### src/rtl/ras_spec_ctrl.sv
// ras_spec_ctrl: speculation controller for the fetch-stage return address stack.
// Turns call/return decodes into RAS push/pop strobes, supplies the predicted
// return target, keeps a {depth, top} checkpoint per branch tag and, on a
// mispredict, walks the RAS back to the checkpointed depth one op per cycle
// before applying the resolving instruction's own push/pop.
module ras_spec_ctrl #(
  parameter int DEPTH    = 8,
  parameter int NUM_CKPT = 16,
  parameter int TAG_W    = $clog2(NUM_CKPT)
) (
  input  logic                     clock,
  input  logic                     reset,
  // fetch-stage decode
  input  logic                     f_valid,
  input  logic                     f_is_call,
  input  logic                     f_is_ret,
  input  logic [31:0]              f_pc,
  output logic                     f_ready,
  // checkpoint allocation
  input  logic                     br_alloc,
  input  logic [TAG_W-1:0]         br_tag,
  // return prediction
  output logic                     pred_valid,
  output logic [31:0]              pred_target,
  // mispredict recovery
  input  logic                     rec_valid,
  input  logic [TAG_W-1:0]         rec_tag,
  input  logic [1:0]               rec_op,
  input  logic [31:0]              rec_push_addr,
  // attached RAS
  output logic                     ras_w_en,
  output logic                     ras_r_en,
  output logic [31:0]              ras_waddr,
  input  logic [31:0]              ras_raddr,
  // status
  output logic [$clog2(DEPTH):0]   depth,
  output logic                     busy
);

  localparam int DW = $clog2(DEPTH) + 1;
  localparam logic [DW-1:0] DEPTH_MAX = DW'(DEPTH);
  localparam logic [DW-1:0] ONE       = DW'(1);
  localparam logic [DW-1:0] ZERO      = '0;

  localparam logic [1:0] OP_PUSH = 2'd1;
  localparam logic [1:0] OP_POP  = 2'd2;

  typedef enum logic [1:0] {
    IDLE   = 2'd0,
    REPAIR = 2'd1,
    FIXUP  = 2'd2
  } state_t;

  state_t          state_q, state_d;
  logic [DW-1:0]   depth_q, depth_d;
  logic [DW-1:0]   tgt_depth_q, tgt_depth_d;
  logic [31:0]     tgt_top_q, tgt_top_d;
  logic [1:0]      fix_op_q, fix_op_d;
  logic [31:0]     fix_addr_q, fix_addr_d;

  // Checkpoint storage, one {depth, top} pair per branch tag. Not reset:
  // a slot is always written by br_alloc before a recovery may name it.
  logic [DW-1:0]   ckpt_depth_mem [NUM_CKPT];
  logic [31:0]     ckpt_top_mem   [NUM_CKPT];
  logic            ckpt_we;
  logic [DW-1:0]   ckpt_depth_rd;
  logic [31:0]     ckpt_top_rd;

  logic            fetch_acc;
  logic [DW-1:0]   depth_inc_sat;
  logic [DW-1:0]   depth_dec;
  logic [DW-1:0]   depth_inc;

  // The checkpoint is read in the rec_valid cycle itself so the FSM can skip
  // REPAIR entirely when the stack is already at the checkpointed depth.
  assign ckpt_depth_rd = ckpt_depth_mem[rec_tag];
  assign ckpt_top_rd   = ckpt_top_mem[rec_tag];

  // A push at full depth overwrites the oldest RAS entry, so depth saturates.
  assign depth_inc     = depth_q + ONE;
  assign depth_inc_sat = (depth_q == DEPTH_MAX) ? DEPTH_MAX : depth_inc;
  assign depth_dec     = depth_q - ONE;

  assign fetch_acc = f_valid && f_ready;
  assign depth     = depth_q;
  assign busy      = (state_q != IDLE);

  // Checkpoint write: capture depth and top as they stood before this cycle's op.
  always_ff @(posedge clock) begin
    if (ckpt_we) begin
      ckpt_depth_mem[br_tag] <= depth_q;
      ckpt_top_mem[br_tag]   <= ras_raddr;
    end
  end

  // State, depth and latched recovery context registers.
  always_ff @(posedge clock) begin
    if (reset) begin
      state_q     <= IDLE;
      depth_q     <= '0;
      tgt_depth_q <= '0;
      tgt_top_q   <= '0;
      fix_op_q    <= '0;
      fix_addr_q  <= '0;
    end else begin
      state_q     <= state_d;
      depth_q     <= depth_d;
      tgt_depth_q <= tgt_depth_d;
      tgt_top_q   <= tgt_top_d;
      fix_op_q    <= fix_op_d;
      fix_addr_q  <= fix_addr_d;
    end
  end

  // Next-state logic and combinational RAS strobes; recovery overrides everything.
  always_comb begin
    state_d     = state_q;
    depth_d     = depth_q;
    tgt_depth_d = tgt_depth_q;
    tgt_top_d   = tgt_top_q;
    fix_op_d    = fix_op_q;
    fix_addr_d  = fix_addr_q;
    f_ready     = (state_q == IDLE) && !rec_valid;
    ras_w_en    = 1'b0;
    ras_r_en    = 1'b0;
    ras_waddr   = '0;
    pred_valid  = 1'b0;
    pred_target = '0;
    ckpt_we     = 1'b0;

    if (rec_valid) begin
      // Latch the target and the resolving op; no RAS traffic this cycle.
      tgt_depth_d = ckpt_depth_rd;
      tgt_top_d   = ckpt_top_rd;
      fix_op_d    = rec_op;
      fix_addr_d  = rec_push_addr;
      state_d     = (depth_q == ckpt_depth_rd) ? FIXUP : REPAIR;
    end else begin
      case (state_q)
        IDLE: begin
          if (fetch_acc) begin
            ckpt_we = br_alloc;
            if (f_is_call) begin
              // A call wins when both decode bits are set.
              ras_w_en  = 1'b1;
              ras_waddr = f_pc + 32'd4;
              depth_d   = depth_inc_sat;
            end else if (f_is_ret && (depth_q != ZERO)) begin
              pred_valid  = 1'b1;
              pred_target = ras_raddr;
              ras_r_en    = 1'b1;
              depth_d     = depth_dec;
            end
          end
        end

        REPAIR: begin
          // Move one entry toward the target; leave for FIXUP on the op that
          // lands on it so the walk costs exactly one cycle per entry.
          if (depth_q > tgt_depth_q) begin
            ras_r_en = 1'b1;
            depth_d  = depth_dec;
            if (depth_dec == tgt_depth_q) begin
              state_d = FIXUP;
            end
          end else if (depth_q < tgt_depth_q) begin
            // Entries lost since the checkpoint are refilled with its top.
            ras_w_en  = 1'b1;
            ras_waddr = tgt_top_q;
            depth_d   = depth_inc;
            if (depth_inc == tgt_depth_q) begin
              state_d = FIXUP;
            end
          end else begin
            state_d = FIXUP;
          end
        end

        FIXUP: begin
          // Replay the resolving instruction's own op; reserved code is a no-op.
          if (fix_op_q == OP_PUSH) begin
            ras_w_en  = 1'b1;
            ras_waddr = fix_addr_q;
            depth_d   = depth_inc_sat;
          end else if ((fix_op_q == OP_POP) && (depth_q != ZERO)) begin
            ras_r_en = 1'b1;
            depth_d  = depth_dec;
          end
          state_d = IDLE;
        end

        default: begin
          state_d = IDLE;
        end
      endcase
    end

    // Keep the RAS and checkpoints quiet while reset is held.
    if (reset) begin
      ras_w_en    = 1'b0;
      ras_r_en    = 1'b0;
      ras_waddr   = '0;
      pred_valid  = 1'b0;
      pred_target = '0;
      ckpt_we     = 1'b0;
    end
  end

endmodule
### config.mk
export PLATFORM = sky130hd
export DESIGN_NAME = ras_spec_ctrl
export DESIGN_NICKNAME = d
export VERILOG_FILES = /design/src/rtl/ras_spec_ctrl.sv
export SDC_FILE = /design/constraint.sdc
export NUM_CORES = 1
export LEC_CHECK = 0
export BUFFER_PORTS_ARGS = -buffer_cell sky130_fd_sc_hd__buf_2
export CAP_MARGIN = 20
export CORE_ASPECT_RATIO = 1.4
export CORE_UTILIZATION = 31
export DETAILED_ROUTE_END_ITERATION = 10
export GPL_TIMING_DRIVEN = 0
export PLACE_DENSITY_LB_ADDON = 0.2
export SKIP_CTS_REPAIR_TIMING = 1
export SLEW_MARGIN = 20
export SYNTH_ARGS = -nofsm -noshare
export SYNTH_HDL_FRONTEND = slang
export SYNTH_SLANG_ARGS = --single-unit
### constraint.sdc
create_clock -name clock -period 4.8 [get_ports clock]
set_input_delay 0.48 -clock clock [delete_from_list [all_inputs] [get_ports clock]]
set_output_delay 0.48 -clock clock [all_outputs]
set_load 0.01 [all_outputs]
==> Word-level counts from Yosys, hierarchy flattened <==
Memories as Yosys holds them, arrays and structs flattened. A register that Yosys moved wholly into a read port is not among the register bits.
Index checks and enable logic that the tools add are counted.
{ "word_totals": {"ff_bits": 44, "latch_bits": 0, "ram_bits": 576, "mem_bits_ro": 0, "in_bits": 113, "out_inout_bits": 73, "word_cells": 95, "n_memories": 2} }
{ "mem_list": {"columns": ["memory", "words", "width", "read_ports", "rd_clocked_by_memory_dff", "wr", "line_no", "rtl"], "rows": [
  ["ckpt_top_mem", 16, 32, 1, 1, 1, "64", "logic [31:0] ckpt_top_mem [NUM_CKPT];"],
  ["ckpt_depth_mem", 16, 4, 1, 0, 1, "63", "logic [DW-1:0] ckpt_depth_mem [NUM_CKPT];"]
]} }
{ "classes": {"add_sub_neg": 3, "mul": 0, "div": 0, "n_lt_le_gt_ge": 2, "eq_ne": 15, "shifts": 0, "mux": 56, "bitwise_logic": 1, "n_reduce_logical": 11} }
{ "ops": {"columns": ["cell", "n"], "rows": [
  ["$mux W32", 13],
  ["$pmux W32 S3", 1],
  ["$add A32 B3 Y32 const B", 1],
  ["$mux W4", 8],
  ["$mux W1", 24],
  ["$eq A4 B4 Y1", 3],
  ["$mux W2", 6],
  ["$pmux W4 S3", 1],
  ["$ne A3 B3 Y1 const B", 2],
  ["$pmux W1 S3", 2],
  ["$reduce_and A6 Y1", 1],
  ["$ne A5 B5 Y1 const B", 1],
  ["$add A4 B1 Y4 const B", 1],
  ["$eq A2 B1 Y1 const B", 2],
  ["$eq A2 B2 Y1 const B", 2],
  ["$eq A4 B4 Y1 const B", 1],
  ["$gt A4 B4 Y1", 1],
  ["$logic_and A1 B1 Y1", 4],
  ["$lt A4 B4 Y1", 1],
  ["$ne A2 B2 Y1 const B", 2],
  ["$ne A4 B4 Y1 const B", 1],
  ["$pmux W2 S2", 1],
  ["$reduce_bool A4 Y1", 1],
  ["$sub A4 B1 Y4 const B", 1],
  ["other kinds (7)", 7]
]} }

==> Longest topological paths before layout <==
{ "logic_depth": {"depth_word": 9, "depth_mapped": 10, "ltp_nobuf": 9} }

==> Least setup slack after synthesis <==
Ideal clock, no wire load.
{ "synth_path": {"path_kind": "flip-flop to flip-flop", "startpoint": "reg state_q[1]", "endpoint": "mem ckpt_depth_mem[8][0] (netlist bit) (enable)", "setup_ns": 0.474, "arrival_time_ns": 3.964, "required_ns": 4.326, "setup_slack_ns": 0.361, "path_stages_with_launch": 9, "path_buffers": 0, "synth_period_minus_slack_ns": 4.439, "cell_sequence": "dfxtp_1 inv_1 ha_1 inv_2 nor2_1 nand2_1 nor3b_1 nand3b_1 nor3_1"} }
{ "synth_via": {"elab_chain_cells": 9} }
{ "synth_rtl": {"columns": ["item", "line_no", "rtl"], "rows": [
  ["from (decl)", "54", "state_t state_q, state_d;"],
  ["from (signal assigned)", "106", "state_q <= state_d;"],
  ["$logic_not A2 Y1", "123", "f_ready = (state_q == IDLE) && !rec_valid;"],
  ["$logic_and A1 B1 Y1", "123", null],
  ["named net f_ready", "18", "output logic f_ready,"],
  ["$logic_and A1 B1 Y1", "84", "assign fetch_acc = f_valid && f_ready;"],
  ["$mux W1", "141", "if (fetch_acc) begin"],
  ["$mux W1", "139", "case (state_q)"],
  ["$mux W1", "131", "if (rec_valid) begin"],
  ["$mux W1", "199", "if (reset) begin"],
  ["$mux W1", "90", "if (ckpt_we) begin"],
  ["$mux W1 (implied by the code)", "91", "ckpt_depth_mem[br_tag] <= depth_q;"],
  ["to (decl)", "63", null]
]} }
The timed path passes the listed nets, and every way through them passes these cells.

==> Final worst setup path <==
{ "layout_path": {"startpoint": "reg depth_q[1] (netlist: depth[1])", "endpoint": "out ras_waddr[16]"} }
{ "layout_via": {"elab_chain_cells": 6, "word_cells_on_any_way": 7, "classes_between": "2 x order compare; 5 x mux"} }
{ "layout_rtl": {"columns": ["item", "line_no", "rtl"], "rows": [
  ["from (decl)", "55", "logic [DW-1:0] depth_q, depth_d;"],
  ["from (signal assigned)", "107", "depth_q <= depth_d;"],
  ["$lt A4 B4 Y1", "166", "end else if (depth_q < tgt_depth_q) begin"],
  ["$mux W32", "166", null],
  ["$mux W32 *", "160", "if (depth_q > tgt_depth_q) begin"],
  ["$pmux W32 S3 *", "139", null],
  ["$mux W32 *", "131", null],
  ["$mux W32 *", "199", null],
  ["to (decl)", "33", "output logic [31:0] ras_waddr,"]
]} }
Mark *: on every way between the ends. The rest lies on a longest branch, timed or not.

==> impl_metrics.json <==
{
  "yosysWarnings": 0,
  "hpwl_microns": 54800,
  "worst_path_most_repeated_cell": "nor2_1",
  "drive_above_1_share": 0.327,
  "grt_pass1_vias": 15400,
  "ctsRootBufferMaster": "clkbuf_16",
  "antenna_found_initial": 5,
  "synth_common_cells": "576 x edfxtp_1, 166 x mux4_2, 132 x nor2_1, 86 x mux2i_1, 76 x dfxtp_1",
  "die_h_microns": 348,
  "core_area_sq_mm": 0.0843,
  "status": "complete, no violations",
  "drt_iter0_drc": 1187,
  "start_util": 0.314,
  "slowest_delay_ns": 0.73,
  "hp-class": "input port to flip-flop",
  "grt_pass1_wl_microns": 113000,
  "synth_top_area_cell": "edfxtp_1",
  "maxCapViolations": 0,
  "fin_setup_tns_ns": 0,
  "layout_setup_ws_ns": 0.206,
  "cts_tree": "done",
  "place_area_sq_mm": 0.0297,
  "period_needed_ns": 4.59,
  "finish.instance_area_sq_mm": 0.0317,
  "vias_per_cell": 5.11,
  "io_pins": 186,
  "clk_latency_ns": 0.65,
  "ys_ff_latch": 652,
  "overflow": 0,
  "synthDistinctLibCells": 61,
  "synth_area_leaders": "edfxtp_1 65%, mux4_2 14%, dfxtp_1 5.7%, mux2i_1 3.3%, nor2_1 1.9%",
  "worstPathRequired_ns": 4.32,
  "ys_seq_area_frac": 0.711,
  "fin_skew_ns": 0.0133,
  "htree_levels": 2,
  "power_density_mw_per_mm2": 382,
  "grt_max_degree": 24,
  "rows": 126,
  "avgSynthCellArea_sq_um": 18.9,
  "synthArstFlopShare": 0,
  "drt_first_pass_iters": 6,
  "maxSlewViolCount": 0,
  "critical_path_class": "flip-flop to output pin",
  "crit_path_end_kind": "output pin",
  "start_kind": "flip-flop",
  "synth_nets": 1523,
  "portBuffers": 180,
  "path_cells": "ha_1, nor2b_1, o211ai_1, nand2_1, nor2_1, clkbuf_1, a222oi_1, nor2_1, buf_2",
  "cts_max_path_buffers": 3,
  "place.gp.congestion": 0.797,
  "peakVddDrop_mv": 0.284,
  "track_usage": 0.183,
  "nNetsFinal": 1821,
  "netlist_instances": 1399,
  "cts_buffers": 61,
  "yosysTopAreaCellShare": 0.654,
  "cp_max_fo": 23,
  "rsz0062_at_grt": "false",
  "die_area_sq_mm": 0.0866,
  "avgRoutedWirePerCell_microns": 27.7,
  "wirelength_microns": 78700,
  "drc": 0,
  "synth_ff_type": "edfxtp_1",
  "synth_edf_count": 576,
  "yosysMostFrequentCell": "edfxtp_1",
  "finalCritPeriodShare": 0.957,
  "hold_viol": 0,
  "diodes": 0,
  "p_leak_nw": 10.8,
  "netlist_area_sq_mm": 0.0265,
  "maxSlewHeadroom": 0.228,
  "p_total_mw": 12.1,
  "critPathArrivalTime_ns": 4.11,
  "die_w_microns": 249,
  "crit_slowest_cell": "clkbuf_1",
  "max_freq_mhz": 218,
  "area_growth_pct": 19.9,
  "dr_total_vias": 14500,
  "cts.clk_slew.worst_paths_ns": 0.07,
  "tightest_slew_ns": 1.16,
  "dp_slack_ns": 0.479,
  "antenna_left": 0,
  "setup_violations": 0,
  "clock-sinks": 652
}
[sequential cells by signal (all words and copies together), names as in the netlist]
signal,flops
depth,4
fix_op_q,2
tgt_top_q,32
fix_addr_q,32
state_q,2
tgt_depth_q,4
ckpt_top_mem,512
ckpt_depth_mem,64
[placed cells by master, fill, tap and decap left out, types with 12 or more instances in the layout]
cell,synthesis,layout
edfxtp_1,576,576
nand3_1,16,16
buf_12,1,13
buf_2,32,215
buf_16,0,13
a21oi_1,12,12
buf_4,2,27
inv_1,15,15
nor2_4,0,12
dfxtp_1,76,74
and2_1,35,35
xor2_1,18,18
mux4_2,166,166
clkbuf_1,32,51
mux2i_1,86,86
nand2_1,23,23
xnor2_1,22,22
nor2_1,132,119
a222oi_1,27,27
clkbuf_16,0,62
[metrics by stage]
step / utilization / std cells / hold WS, ns
floorplan: - / 1399 / 0.459
global placement: 0.341 / 2667 / 0.473
detailed placement: 0.352 / 2723 / 0.486
CTS: 0.376 / 2839 / 0.0292
global route: 0.376 / 2838 / 0.0426
finish: 0.376 / 2838 / 0.0622
[path summary, 6_finish.rpt]
check                           slack, ns             start                   to  depth (start not counted)
worst max-delay path                 0.21          depth[1]        ras_waddr[16]                          9
worst min-delay path                 0.06  rec_push_addr[9]        fix_addr_q[9]                          3
worst max register to register       1.29        state_q[1]  ckpt_top_mem[8][17]                         11
worst min register to register       0.50    fix_addr_q[29]       fix_addr_q[29]                          2
[cell families (layout without fill, tap and decap cells)]
kind of cell,count (synthesis),count (layout),synth area share
AOI/OAI and AO/OA,81,81,0.0246
xor gates and xnor gates,42,42,0.0145
adders and majority gates,11,11,0.00520
buffers and inverters,98,449,0.0180
DFF,652,652,0.711
muxes,258,258,0.180
and+or+nand+nor,257,257,0.0468
[critical path, delay by kind of cell, from the launching register on]
kind | cells | cell delay, ns
AND/OR/NAND/NOR | 4 | 1.11
flip-flops | 1 | 0.63
buffers and inverters | 2 | 0.94
adder cells (fa/ha/maj) | 1 | 0.33
AO/OA/AOI/OAI | 2 | 0.43
[layout make-up]
type	instances	area, sq um
Tap cell	1088	1360
Clock buffer	93	1780
Buffer	80	410
Multi-Input combinational cell	649	7300
Sequential cell	652	18800
Timing Repair Buffer	236	1750
Clock inverter	23	256
Fill cell	7754	52600
Inverter	17	63.8
[metal layers]
metal	global-route usage	wire length, microns	up-vias	part of all wire
met5	0	22	-	0.00028
met4	0.0503	1910	4	0.024
met3	0.0312	3820	112	0.049
met2	0.327	40700	421	0.52
met1	0.226	32300	7698	0.41
li1	-	-	6260	-
[power by group]
group          switching (mW)  total, mW  internal [mW]
clock network            2.16       4.94           2.78
logic                   0.531      0.886          0.355
registers              0.0663       6.30           6.23
(Power assumes the default switching activity.)
